### src/rtl/uart_hex_pkg.sv
// Shared types and constants for the UART hex dumper.
// Optional macro UART_HEX_CRLF_EN selects a CR/LF terminator instead of a space.
package uart_hex_pkg;

  typedef enum logic [2:0] {
    IDLE  = 3'd0,
    EMIT  = 3'd1,
    ACK   = 3'd2,
    DRAIN = 3'd3,
    TERM  = 3'd4
  } state_t;

  localparam logic [7:0] ASC_0     = 8'h30;
  localparam logic [7:0] ASC_A_M10 = 8'h37;
  localparam logic [7:0] ASC_CR    = 8'h0D;
  localparam logic [7:0] ASC_LF    = 8'h0A;
  localparam logic [7:0] ASC_SP    = 8'h20;

`ifdef UART_HEX_CRLF_EN
  localparam int unsigned TERM_N = 2;
`else
  localparam int unsigned TERM_N = 1;
`endif

  // Uppercase ASCII hex digit for one nibble.
  function automatic logic [7:0] hex_ascii(input logic [3:0] n);
    return (n < 4'd10) ? (ASC_0 + 8'(n)) : (ASC_A_M10 + 8'(n));
  endfunction

endpackage

### src/rtl/sync_fifo.sv
// Single-clock word FIFO with synchronous active-high reset.
// Ports: i_clk, i_rst, i_push/i_push_data (ignored when full), i_pop (ignored when
// empty), o_pop_data (head word, read from registered storage), o_full, o_empty, o_level.
module sync_fifo #(
  parameter int unsigned WIDTH = 16,
  parameter int unsigned DEPTH = 8
) (
  input  logic                       i_clk,
  input  logic                       i_rst,
  input  logic                       i_push,
  input  logic [WIDTH-1:0]           i_push_data,
  input  logic                       i_pop,
  output logic [WIDTH-1:0]           o_pop_data,
  output logic                       o_full,
  output logic                       o_empty,
  output logic [$clog2(DEPTH):0]     o_level
);

  localparam int unsigned AW = $clog2(DEPTH);
  localparam int unsigned LW = AW + 1;

  logic [WIDTH-1:0] r_mem [DEPTH];
  logic [AW-1:0]    r_wr_ptr;
  logic [AW-1:0]    r_rd_ptr;
  logic [LW-1:0]    r_level;
  logic             w_push;
  logic             w_pop;

  // Pop is evaluated against the current occupancy, push against the current full flag.
  assign w_push = i_push && !o_full;
  assign w_pop  = i_pop && !o_empty;

  assign o_full     = (r_level == LW'(DEPTH));
  assign o_empty    = (r_level == '0);
  assign o_level    = r_level;
  assign o_pop_data = r_mem[r_rd_ptr];

  // Storage has no reset; only pointers and level define validity.
  always_ff @(posedge i_clk) begin
    if (w_push) begin
      r_mem[r_wr_ptr] <= i_push_data;
    end
  end

  // Pointers wrap naturally since DEPTH is a power of two.
  always_ff @(posedge i_clk) begin
    if (i_rst) begin
      r_wr_ptr <= '0;
      r_rd_ptr <= '0;
      r_level  <= '0;
    end else begin
      if (w_push) r_wr_ptr <= r_wr_ptr + AW'(1);
      if (w_pop)  r_rd_ptr <= r_rd_ptr + AW'(1);
      case ({w_push, w_pop})
        2'b10:   r_level <= r_level + LW'(1);
        2'b01:   r_level <= r_level - LW'(1);
        default: r_level <= r_level;
      endcase
    end
  end

endmodule

### src/rtl/uart_hex_dumper.sv
// Buffers debug words and prints each as uppercase ASCII hex (MSB nibble first) plus a
// terminator, one byte per UART wr/busy handshake.
// Ports: sys_clk_i, sys_rst_i (sync, active high); word_valid_i/word_dat_i/word_ready_o
// word input; uart_busy_i, uart_wr_o, uart_dat_o UART side; fifo_level_o occupancy.
// Macro UART_HEX_CRLF_EN: terminator CR LF when defined, single space otherwise.
module uart_hex_dumper
  import uart_hex_pkg::*;
#(
  parameter int unsigned WORD_W     = 16,
  parameter int unsigned FIFO_DEPTH = 8
) (
  input  logic                          sys_clk_i,
  input  logic                          sys_rst_i,
  input  logic                          word_valid_i,
  input  logic [WORD_W-1:0]             word_dat_i,
  output logic                          word_ready_o,
  input  logic                          uart_busy_i,
  output logic                          uart_wr_o,
  output logic [7:0]                    uart_dat_o,
  output logic [$clog2(FIFO_DEPTH):0]   fifo_level_o
);

  localparam int unsigned NIB = WORD_W / 4;
  localparam int unsigned IW  = (NIB > 1) ? $clog2(NIB) : 1;

  state_t            r_state, w_state_nxt;
  logic [WORD_W-1:0] r_word, w_word_nxt;
  logic [IW-1:0]     r_idx, w_idx_nxt;
  logic              r_in_term, w_in_term_nxt;
  logic              r_term_idx, w_term_idx_nxt;
  logic              r_wr, w_wr_nxt;
  logic [7:0]        r_dat, w_dat_nxt;

  logic              w_full;
  logic              w_empty;
  logic              w_pop;
  logic [WORD_W-1:0] w_head;
  logic [IW-1:0]     w_idx_dec;
  logic [7:0]        w_term_byte;

  sync_fifo #(
    .WIDTH (WORD_W),
    .DEPTH (FIFO_DEPTH)
  ) u_fifo (
    .i_clk       (sys_clk_i),
    .i_rst       (sys_rst_i),
    .i_push      (word_valid_i),
    .i_push_data (word_dat_i),
    .i_pop       (w_pop),
    .o_pop_data  (w_head),
    .o_full      (w_full),
    .o_empty     (w_empty),
    .o_level     (fifo_level_o)
  );

  assign word_ready_o = !w_full;
  assign uart_wr_o    = r_wr;
  assign uart_dat_o   = r_dat;
  assign w_idx_dec    = r_idx - IW'(1);

`ifdef UART_HEX_CRLF_EN
  assign w_term_byte = r_term_idx ? ASC_LF : ASC_CR;
`else
  assign w_term_byte = ASC_SP;
`endif

  // State and registered outputs.
  always_ff @(posedge sys_clk_i) begin
    if (sys_rst_i) begin
      r_state    <= IDLE;
      r_word     <= '0;
      r_idx      <= '0;
      r_in_term  <= 1'b0;
      r_term_idx <= 1'b0;
      r_wr       <= 1'b0;
      r_dat      <= 8'h00;
    end else begin
      r_state    <= w_state_nxt;
      r_word     <= w_word_nxt;
      r_idx      <= w_idx_nxt;
      r_in_term  <= w_in_term_nxt;
      r_term_idx <= w_term_idx_nxt;
      r_wr       <= w_wr_nxt;
      r_dat      <= w_dat_nxt;
    end
  end

  // Next state; a wr pulse is scheduled on every entry into EMIT so it is high only there.
  always_comb begin
    w_state_nxt    = r_state;
    w_word_nxt     = r_word;
    w_idx_nxt      = r_idx;
    w_in_term_nxt  = r_in_term;
    w_term_idx_nxt = r_term_idx;
    w_wr_nxt       = 1'b0;
    w_dat_nxt      = r_dat;
    w_pop          = 1'b0;
    case (r_state)
      IDLE: begin
        if (!w_empty) begin
          w_pop          = 1'b1;
          w_word_nxt     = w_head;
          w_idx_nxt      = IW'(NIB - 1);
          w_in_term_nxt  = 1'b0;
          w_term_idx_nxt = 1'b0;
          w_wr_nxt       = 1'b1;
          w_dat_nxt      = hex_ascii(w_head[WORD_W-1 -: 4]);
          w_state_nxt    = EMIT;
        end
      end
      EMIT:  w_state_nxt = ACK;
      // UART busy appears one cycle after the pulse; ACK covers that gap.
      ACK:   w_state_nxt = DRAIN;
      DRAIN: begin
        if (!uart_busy_i) begin
          if (!r_in_term) begin
            if (r_idx != '0) begin
              w_idx_nxt   = w_idx_dec;
              w_wr_nxt    = 1'b1;
              w_dat_nxt   = hex_ascii(r_word[{w_idx_dec, 2'b00} +: 4]);
              w_state_nxt = EMIT;
            end else begin
              w_in_term_nxt  = 1'b1;
              w_term_idx_nxt = 1'b0;
              w_state_nxt    = TERM;
            end
          end else if (r_term_idx != 1'(TERM_N - 1)) begin
            w_term_idx_nxt = r_term_idx + 1'b1;
            w_state_nxt    = TERM;
          end else begin
            w_state_nxt = IDLE;
          end
        end
      end
      TERM: begin
        w_wr_nxt    = 1'b1;
        w_dat_nxt   = w_term_byte;
        w_state_nxt = EMIT;
      end
      default: w_state_nxt = IDLE;
    endcase
  end

endmodule

### config.mk
export PLATFORM = sky130hd
export DESIGN_NAME = uart_hex_dumper
export DESIGN_NICKNAME = d
export VERILOG_FILES = /design/src/rtl/uart_hex_pkg.sv /design/src/rtl/sync_fifo.sv /design/src/rtl/uart_hex_dumper.sv
export SDC_FILE = /design/constraint.sdc
export NUM_CORES = 1
export LEC_CHECK = 0
export CELL_PAD_IN_SITES_DETAIL_PLACEMENT = 1
export CELL_PAD_IN_SITES_GLOBAL_PLACEMENT = 1
export CORE_MARGIN = 8
export CORE_UTILIZATION = 39
export CTS_CLUSTER_SIZE = 8
export DETAILED_ROUTE_END_ITERATION = 10
export PLACE_DENSITY_LB_ADDON = 0.08
export REMOVE_ABC_BUFFERS = 1
export SETUP_SLACK_MARGIN = 0.05
export SLEW_MARGIN = 20
export SYNTH_ARGS = -nofsm -noshare
export SYNTH_HDL_FRONTEND = slang
export SYNTH_HIERARCHICAL = 1
export SYNTH_SLANG_ARGS = --single-unit
export TNS_END_PERCENT = 20
### constraint.sdc
create_clock -name sys_clk_i -period 3.22 [get_ports sys_clk_i]
set_input_delay 0.805 -clock sys_clk_i [delete_from_list [all_inputs] [get_ports sys_clk_i]]
set_output_delay 0.805 -clock sys_clk_i [all_outputs]
set_load 0.02 [all_outputs]
==> metrics <==
Final Hold Fails 0; number of port buffers 32; leak pwr 2.72 nW; skew final 8.80 ps; Initial Utilization 0.398; pin count of the biggest net entering global routing 23; worst-path cell chain or4b_4 -> inv_1 -> inv_1 -> clkdlybuf4s50_1; clk buf depth 2; filler cell count 1768; Multi-input gate area 2250 µm²; Post-Syn Area 7150 µm²; Post-CTS Setup Bufs 0; clock latency on the worst-skew pair 420 ps; TritonCTS Sinks 171; startpoint types flop; critical path endpoint category primary output; H-Tree Depth 4; Synth area leaders edfxtp_1 (54%), dfxtp_1 (12%), mux4_2 (11%), mux2_2 (3.1%), a21oi_1 (2.1%); die height 151 µm; peak supply drop 429 µV; antenna cell count 0; combinational family with the most area after synthesis multiplexers; WS Path Type reg2out; Yosys cell types 60; GR Overflow Total 0; mux cell area share after synthesis 0.148; CP Max Fanout 9; drt initial violations 180; site row count 49; Layout area overhead 16.1%; vias per cell 5.24; complex-gate fraction of the synthesized area 0.0539; Synth Area in XOR/XNOR 0.0121; most instantiated cells after synthesis edfxtp_1 (128), dfxtp_1 (43), nand2_1 (40); Die X-Extent 151 µm; Synth Flop Type edfxtp_1; Min Hold Slack 454 ps; Worst Max-Slew Pin Slew 788 ps; GRT Overall Usage 0.144; PostCTS Resize Cnt 0; root buffer cell clkbuf_16; Synth top area share 0.537; Period minus WS final 2910 ps; layout cells sized above 1 0.242; Sequential Area 4710 µm²; # IOs 34; Util after Layout 0.462; Die Area 22900 µm²; Worst slew margin 0.473; ys async rst share 0; WL per Instance 20.6 µm; fin. max-slew vios 0; Post-Synth Adder-Cell Area 0.0140; register bit count reported by yosys 171; Detailed Route WL 15200 µm; top achievable clock speed 343 MHz; Top Family by Delay on Critical Path simple AND/OR/NAND/NOR gates; biggest area consumer among synthesized cells edfxtp_1; WP data required 2410 ps; hold buffers post-CTS 0; RSZ-0062 raised after global routing false; hpwl dp 9680 µm; Post-route DRC 0; count leader, synth edfxtp_1; final period utilization 0.905; Simple-Gate Fraction of Synth Area 0.0828; Mapped Avg Cell Area 15.8 µm²; number of max-cap violations 0; HP Class reg2reg; Post-synth EDFFs 128; Gate Count Post-Synth 452; Routed Antenna Nets 0; Num CTS Buffers 17; Slowest cell on crit path or4b_4; core area 18000 µm²; status finished, final reports clean; most used cell, CP inv_1; PD cells 773 nW/µm²; initial antenna violation count 0; CTS tree done; vias in the first global route 4266; total negative setup slack 0 ps; Final Setup Violations 0; number of buffers and inverters on the critical path 3; Pre-Repair DR Iteration Count 4; Clock transition at path regs 70 ps; global-route wire length before repair 24200 µm; synth warn 6; GP Congestion 0.713; crit-path max cell delay 650 ps; Seq/Total Area, Yosys 0.658; Vias 3870; WP data arrival 2110 ps; Final Net Count 525
[cell families (layout without fill, tap and decap cells)]
logic type	count (synthesis)	count (layout)
mux	58	58
fa+ha+maj	8	8
simple gates	109	109
other cells	1	1
compound gates	61	61
flops	171	171
buf+inv	35	92
xor+xnor	9	9
[cells in the final DEF, fill, tap and decap left out, types with 4 or more instances in the layout]
cell type / netlist / final
edfxtp_1: 128 / 128
dfxtp_1: 43 / 42
nand2_1: 40 / 40
mux4_2: 35 / 35
clkdlybuf4s50_1: 0 / 32
a21oi_1: 30 / 30
nor2_1: 22 / 22
mux2_2: 20 / 20
buf_4: 2 / 18
clkbuf_16: 0 / 17
inv_1: 10 / 10
o21ai_0: 8 / 8
ha_1: 8 / 8
nor2b_1: 7 / 7
nand2b_1: 5 / 5
nor3_2: 1 / 5
xor2_1: 5 / 5
nor3b_1: 4 / 4
inv_6: 0 / 4
[path summary, 6_finish.rpt]
check	start	end	slack (ps)	cells past startpoint
setup / recovery	u_fifo/o_level[1]	word_ready_o	310	4
hold / removal	r_word[14]	r_word[14]	450	2
setup reg to reg	r_state[1]	u_fifo/o_level[2]	370	11
hold reg to reg	r_word[14]	r_word[14]	450	2
[flip-flops by register name, summed over array words and instances (netlist names), named ones only]
register,flops
r_idx,2
r_in_term,1
uart_dat_o,7
u_fifo/r_rd_ptr,3
r_state,3
r_word,16
u_fifo/o_level,4
uart_wr_o,1
u_fifo/r_mem,128
u_fifo/r_wr_ptr,3
[worst min-delay path: cells and delay by family (launching register included)]
| family | cells | cell delay [ps] |
|---|---|---|
| DFF | 1 | 310 |
| AOI/OAI and AO/OA | 1 | 50 |
| and+or+nand+nor | 1 | 50 |
[power breakdown]
| part | switching [W] | internal [W] | leakage (nW) | total, W |
|---|---|---|---|---|
| clock network | 0.000867 | 0.00108 | 0.273 | 0.00194 |
| registers | 0.000198 | 0.00263 | 1.51 | 0.00283 |
| logic | 0.000907 | 0.000744 | 0.933 | 0.00165 |
[per-stage QoR]
step,setup WS (ps),area [µm²],power [W],cells
finish,307,8310,0.00642,738
global route,193,8310,0.00679,738
CTS,269,8310,0.00652,738
detailed placement,242,7740,0.00455,707
global placement,287,7740,0.00450,707
floorplan,-51.7,6970,0.00396,428
[area by class of cell]
class	instances	area share
clock buffer	17	0.0512
clock inverter	14	0.0167
inverter	11	0.00497
multi-input combinational	246	0.271
sequential	171	0.567
tap	229	0.0345
timing repair buffer	50	0.0548
[metal layers]
layer	global-route usage	wire length [µm]	vias up
met1	0.178	6910	1988
met5	0	0	-
met3	0.0356	397	13
met2	0.239	7650	44
met4	0.0515	234	0
li1	-	-	1825
(Power assumes the default switching activity.)
